[src/rtl/button_pkg.sv]
// rtl/button_pkg.sv - shared types and helpers for the push-button conditioning logic
package button_pkg;

    typedef enum logic [1:0] {
        RELEASED     = 2'd0,
        PRESS_WAIT   = 2'd1,
        PRESSED      = 2'd2,
        RELEASE_WAIT = 2'd3
    } btn_state_t;

    // Width able to hold the larger of the two cycle targets without wrapping.
    function automatic int cnt_width(int a, int b);
        int m;
        m = (a > b) ? a : b;
        return (m < 1) ? 1 : $clog2(m + 1);
    endfunction

endpackage

[src/rtl/button_debouncer_sync_ff.sv]
// rtl/button_debouncer_sync_ff.sv - multi-flop synchroniser for asynchronous inputs
// Reset drives every stage to RESET_VAL so the synchronised value is benign while held in reset.
module sync_ff #(
    parameter int   STAGES    = 2,
    parameter logic RESET_VAL = 1'b0
) (
    input  logic clk,
    input  logic reset,
    input  logic i_d,
    output logic o_q
);

    logic [STAGES-1:0] r_chain;

    always_ff @(posedge clk or negedge reset) begin
        if (!reset) begin
            r_chain <= {STAGES{RESET_VAL}};
        end else begin
            r_chain <= {r_chain[STAGES-2:0], i_d};
        end
    end

    assign o_q = r_chain[STAGES-1];

endmodule

[src/rtl/button_debouncer.sv]
// rtl/button_debouncer.sv - synchronised, debounced push button with press/release/long-press strobes
// All outputs are registered; every decision is taken from the synchronised sample only.
module button_debouncer
    import button_pkg::*;
#(
    parameter int SYNC_STAGES       = 2,
    parameter int DEBOUNCE_CYCLES   = 16,
    parameter int LONG_PRESS_CYCLES = 64,
    parameter bit BUTTON_ACTIVE_LOW = 1'b0
) (
    input  logic clk,
    input  logic reset,
    input  logic button_in,
    output logic button_level,
    output logic press_pulse,
    output logic release_pulse,
    output logic long_press_pulse,
    output logic long_held
);

    localparam int             CW        = cnt_width(DEBOUNCE_CYCLES, LONG_PRESS_CYCLES);
    localparam bit             DEB_ONE   = (DEBOUNCE_CYCLES == 1);
    localparam bit             LONG_EN   = (LONG_PRESS_CYCLES > 0);
    localparam logic [CW-1:0]  CNT_MAX   = {CW{1'b1}};
    localparam logic [CW-1:0]  DEB_LAST  = CW'(DEBOUNCE_CYCLES - 1);
    localparam logic [CW-1:0]  HOLD_MAX  = LONG_EN ? CW'(LONG_PRESS_CYCLES) : '0;
    localparam logic [CW-1:0]  LONG_LAST = LONG_EN ? CW'(LONG_PRESS_CYCLES - 1) : '0;

    logic          w_btn_raw;
    logic          w_sync_q;

    btn_state_t    r_state;
    logic [CW-1:0] r_cnt;
    logic [CW-1:0] r_hold_cnt;
    logic          r_level;
    logic          r_press_pulse;
    logic          r_release_pulse;
    logic          r_long_pulse;
    logic          r_long_held;

    btn_state_t    w_state_nxt;
    logic [CW-1:0] w_cnt_nxt;
    logic [CW-1:0] w_cnt_inc;
    logic [CW-1:0] w_hold_nxt;
    logic          w_accept_press;
    logic          w_accept_release;
    logic          w_hold_step;
    logic          w_long_fire;

    // Inversion happens ahead of the chain so reset value 0 always means "not pressed".
    assign w_btn_raw = button_in ^ BUTTON_ACTIVE_LOW;

    sync_ff #(
        .STAGES    (SYNC_STAGES),
        .RESET_VAL (1'b0)
    ) u_sync (
        .clk   (clk),
        .reset (reset),
        .i_d   (w_btn_raw),
        .o_q   (w_sync_q)
    );

    assign w_cnt_inc = (r_cnt == CNT_MAX) ? r_cnt : r_cnt + CW'(1);

    always_comb begin
        w_state_nxt      = r_state;
        w_cnt_nxt        = r_cnt;
        w_accept_press   = 1'b0;
        w_accept_release = 1'b0;
        w_hold_step      = 1'b0;
        case (r_state)
            RELEASED: begin
                if (w_sync_q) begin
                    if (DEB_ONE) begin
                        w_accept_press = 1'b1;
                    end else begin
                        w_state_nxt = PRESS_WAIT;
                        w_cnt_nxt   = CW'(1);
                    end
                end
            end
            PRESS_WAIT: begin
                if (!w_sync_q) begin
                    w_state_nxt = RELEASED;
                    w_cnt_nxt   = '0;
                end else if (r_cnt == DEB_LAST) begin
                    w_accept_press = 1'b1;
                end else begin
                    w_cnt_nxt = w_cnt_inc;
                end
            end
            PRESSED: begin
                if (w_sync_q) begin
                    w_hold_step = 1'b1;
                end else if (DEB_ONE) begin
                    w_accept_release = 1'b1;
                end else begin
                    w_state_nxt = RELEASE_WAIT;
                    w_cnt_nxt   = CW'(1);
                end
            end
            RELEASE_WAIT: begin
                // A sample back at 1 counts as held time, so only the low samples freeze hold_cnt.
                if (w_sync_q) begin
                    w_state_nxt = PRESSED;
                    w_cnt_nxt   = '0;
                    w_hold_step = 1'b1;
                end else if (r_cnt == DEB_LAST) begin
                    w_accept_release = 1'b1;
                end else begin
                    w_cnt_nxt = w_cnt_inc;
                end
            end
            default: begin
                w_state_nxt = RELEASED;
                w_cnt_nxt   = '0;
            end
        endcase
        if (w_accept_press) begin
            w_state_nxt = PRESSED;
            w_cnt_nxt   = '0;
        end
        if (w_accept_release) begin
            w_state_nxt = RELEASED;
            w_cnt_nxt   = '0;
        end
    end

    always_comb begin
        w_hold_nxt  = r_hold_cnt;
        w_long_fire = 1'b0;
        if (w_accept_press) begin
            w_hold_nxt = '0;
        end else if (w_hold_step && LONG_EN) begin
            if (r_hold_cnt != HOLD_MAX) begin
                w_hold_nxt = r_hold_cnt + CW'(1);
            end
            w_long_fire = (r_hold_cnt == LONG_LAST) && !r_long_held;
        end
    end

    always_ff @(posedge clk or negedge reset) begin
        if (!reset) begin
            r_state         <= RELEASED;
            r_cnt           <= '0;
            r_hold_cnt      <= '0;
            r_level         <= 1'b0;
            r_press_pulse   <= 1'b0;
            r_release_pulse <= 1'b0;
            r_long_pulse    <= 1'b0;
            r_long_held     <= 1'b0;
        end else begin
            r_state         <= w_state_nxt;
            r_cnt           <= w_cnt_nxt;
            r_hold_cnt      <= w_hold_nxt;
            r_press_pulse   <= w_accept_press;
            r_release_pulse <= w_accept_release;
            r_long_pulse    <= w_long_fire;
            if (w_accept_press) begin
                r_level <= 1'b1;
            end else if (w_accept_release) begin
                r_level <= 1'b0;
            end
            if (w_accept_release) begin
                r_long_held <= 1'b0;
            end else if (w_long_fire) begin
                r_long_held <= 1'b1;
            end
        end
    end

    assign button_level     = r_level;
    assign press_pulse      = r_press_pulse;
    assign release_pulse    = r_release_pulse;
    assign long_press_pulse = r_long_pulse;
    assign long_held        = r_long_held;

endmodule

[config.mk]
export PLATFORM = sky130hd
export DESIGN_NAME = button_debouncer
export DESIGN_NICKNAME = d
export VERILOG_FILES = /design/src/rtl/button_pkg.sv /design/src/rtl/button_debouncer_sync_ff.sv /design/src/rtl/button_debouncer.sv
export SDC_FILE = /design/constraint.sdc
export NUM_CORES = 1
export LEC_CHECK = 0
export ABC_AREA = 1
export BUFFER_PORTS_ARGS = -buffer_cell sky130_fd_sc_hd__buf_4
export CAP_MARGIN = 20
export CORE_ASPECT_RATIO = 1.4
export CORE_MARGIN = 2
export CORE_UTILIZATION = 56
export CTS_CLUSTER_DIAMETER = 200
export DETAILED_ROUTE_END_ITERATION = 12
export PLACE_DENSITY_LB_ADDON = 0.15
export SYNTH_ARGS = -nofsm -noshare
export SYNTH_HDL_FRONTEND = slang
export SYNTH_SLANG_ARGS = --single-unit
[constraint.sdc]
create_clock -name clk -period 3.95 [get_ports clk]
set_clock_uncertainty 0.2 [all_clocks]
set_input_delay 0.395 -clock clk [delete_from_list [all_inputs] [get_ports clk]]
set_output_delay 0.395 -clock clk [all_outputs]
set_load 0.03 [all_outputs]
==> results.sh <==
export IMPL_status="finished clean"
export IMPL_netlist_cell_type_count=20
export IMPL_grt_overflow_total=0
export IMPL_clockBufferDepth=2
export IMPL_synth_area_mm2=0.00124
export IMPL_hold_slack_ns=0.170
export IMPL_clock_latency_ns=0.32
export IMPL_finalSetupViolCount=0
export IMPL_synth_top_family_by_area="simple AND/OR/NAND/NOR gates"
export IMPL_clock_sinks=23
export IMPL_path_max_fanout=14
export IMPL_synth_most_common_cell="nand2_1"
export IMPL_routabilityCongestion=0.859
export IMPL_grt_total_usage=0.198
export IMPL_ys_top_cells_by_area="dfrtp_1 (46%), nand2_1 (14%), nand3_1 (8.9%)"
export IMPL_synthFlopType="dfrtp_1"
export IMPL_synth_fp_nets=169
export IMPL_post_route_min_period_ns=1.63
export IMPL_diodes=0
export IMPL_rsz0062_at_grt="false"
export IMPL_hold_class="reg -> reg"
export IMPL_synthArstFlopShare=1.00
export IMPL_hold_depth=0
export IMPL_p_leak_nw=0.776
export IMPL_reg2reg_depth=6
export IMPL_path_class="reg -> reg"
export IMPL_drtAntennaViolNets=0
export IMPL_tightest_slew_ns=0.317
export IMPL_initial_core_util=0.585
export IMPL_powerDensity_mw_per_mm2=282
export IMPL_layout_drive_gt1_share=0.109
export IMPL_synth_fa_ha_area_frac=0.0302
export IMPL_synth_sequential_area_ratio=0.463
export IMPL_core_area_mm2=0.00213
export IMPL_synthTopCellsByCount="nand2_1 (48), dfrtp_1 (23), inv_1 (23)"
export IMPL_maxCapViolCount=0
export IMPL_hold_viol=0
export IMPL_setup_tns_ns=0
export IMPL_firstDrtPassIters=4
export IMPL_worstPathArrival_ns=1.63
export IMPL_synthMuxAreaShare=0
export IMPL_die_y_um=59.8
export IMPL_synth_edf_count=0
export IMPL_final_nets=182
export IMPL_clk_pin_slew_ns=0.12
export IMPL_drt_iter0_markers=31
export IMPL_yosys_register_bits=23
export IMPL_synth_top_area_share=0.463
export IMPL_cp_data_required_time_ns=3.95
export IMPL_fmax_mhz=615
export IMPL_ctsResizeCount=0
export IMPL_timing_slew_headroom=0.789
export IMPL_start_kind="flip-flop"
export IMPL_grt_max_degree=24
export IMPL_drc=0
export IMPL_wire_per_inst_um=11.3
export IMPL_period_share=0.412
export IMPL_cts_root_buf="clkbuf_4"
export IMPL_synth_simple_area_share=0.339
export IMPL_synthCells=163
export IMPL_cts_max_level=1
export IMPL_grt_pass1_vias=955
export IMPL_fp_row_count=20
export IMPL_grt_pass1_wl_um=3880
export IMPL_yosys_area_top_type="dfrtp_1"
export IMPL_cts_tree="yes"
export IMPL_vias=1020
export IMPL_synth_compound_area_frac=0.0513
export IMPL_synth_xor_area_frac=0.0352
export IMPL_area_delta_synth_final_pct=9.26
export IMPL_yosysWarnings=0
export IMPL_routed_wl_um=2230
export IMPL_fin_util=0.639
export IMPL_fp_dieArea_mm2=0.00262
export IMPL_worst_setup_path_end_kind="flip-flop"
export IMPL_dp_hpwl_um=1660
export IMPL_die_width_um=43.8
export IMPL_slew_violations=0
export IMPL_io_pins=8
export IMPL_io_buffers=7
export IMPL_peakVddDrop_uv=282
export IMPL_cts_buffers=3
export IMPL_antenna_found_initial=0
export IMPL_synth_avg_cell_area_um2=7.63
export IMPL_via_per_inst=5.18
[repair_timing]
action | 4_1_cts | 5_1_grt
buffers inserted | 0 | 0
endpoints found under the hold margin | 24 | 0
hold buffers | 2 | 0
[layout make-up]
cell class              instances  area, um2
repair buffers                  9       72.6
fillers                       196        768
multi-input cells             115        567
flip-flops and latches         23        576
well taps                      22       27.5
clock buffers                   4       26.3
inverters                      24       90.1
[layer usage]
| metal | track usage | share of wire | vias to the layer above |
|---|---|---|---|
| met5 | 0 | 0 | - |
| li1 | - | - | 534 |
| met4 | 0.113 | 0.024 | 0 |
| met2 | 0.357 | 0.53 | 11 |
| met3 | 0.0181 | 0.017 | 5 |
| met1 | 0.224 | 0.43 | 470 |
[sequential cells by signal, summed over array words and instances (netlist names)]
signal            flops
button_level          1
long_held             1
long_press_pulse      1
press_pulse           1
r_cnt                 7
r_hold_cnt            7
r_state               2
release_pulse         1
u_sync.r_chain        2
[stage by stage]
stage	area (um2)	instances	total power [mW]	worst slack [ns]
global placement	1310	191	0.277	2.40
global route	1360	197	0.396	2.16
floorplan	1240	163	0.267	2.47
CTS	1360	197	0.385	2.31
finish	1360	197	0.383	2.32
detailed placement	1310	191	0.278	2.33
[cell families after synthesis]
kind of cell    Yosys count
simple gates             95
buf+inv                  25
flops                    23
compound gates           12
xor+xnor                  5
fa+ha+maj                 3
[where the power goes]
group          total, mW  internal (mW)  switching (mW)
combinational     0.0283         0.0111          0.0172
sequential         0.246          0.241         0.00555
clock              0.108         0.0396          0.0684
[cells in the final DEF, fill, tap and decap left out, types with 4 or more instances in the layout]
| cell | n |
|---|---|
| xor2_1 | 5 |
| a21oi_1 | 4 |
| o21ai_0 | 6 |
| nand2_1 | 48 |
| nand3_1 | 22 |
| buf_4 | 7 |
| dfrtp_1 | 23 |
| inv_1 | 23 |
| nor2_1 | 13 |
[path summary, 6_finish.rpt]
check	startpoint	to	slack, ns
setup / recovery	r_cnt[0]$_DFFE_PN0P_	r_hold_cnt[0]$_DFFE_PN0P_	2.32
hold / removal	u_sync.r_chain[0]$_DFF_PN0_	u_sync.r_chain[1]$_DFF_PN0_	0.17
setup reg to reg	r_cnt[0]$_DFFE_PN0P_	r_hold_cnt[0]$_DFFE_PN0P_	2.32
hold reg to reg	u_sync.r_chain[0]$_DFF_PN0_	u_sync.r_chain[1]$_DFF_PN0_	0.17
max in group asynchronous	reset	r_state[1]$_DFFE_PN0P_	3.04
min in group asynchronous	reset	r_cnt[6]$_DFFE_PN0P_	0.29
[worst max-delay path, stage by stage, from the launching register on]
cell and delay (ns):
dfrtp_1 0.41, ha_1 0.22, nand3_2 0.13, nor2_4 0.17, nand2_2 0.18, nand3_1 0.13, o21ai_0 0.08
Power figures use the tool's default switching activity.
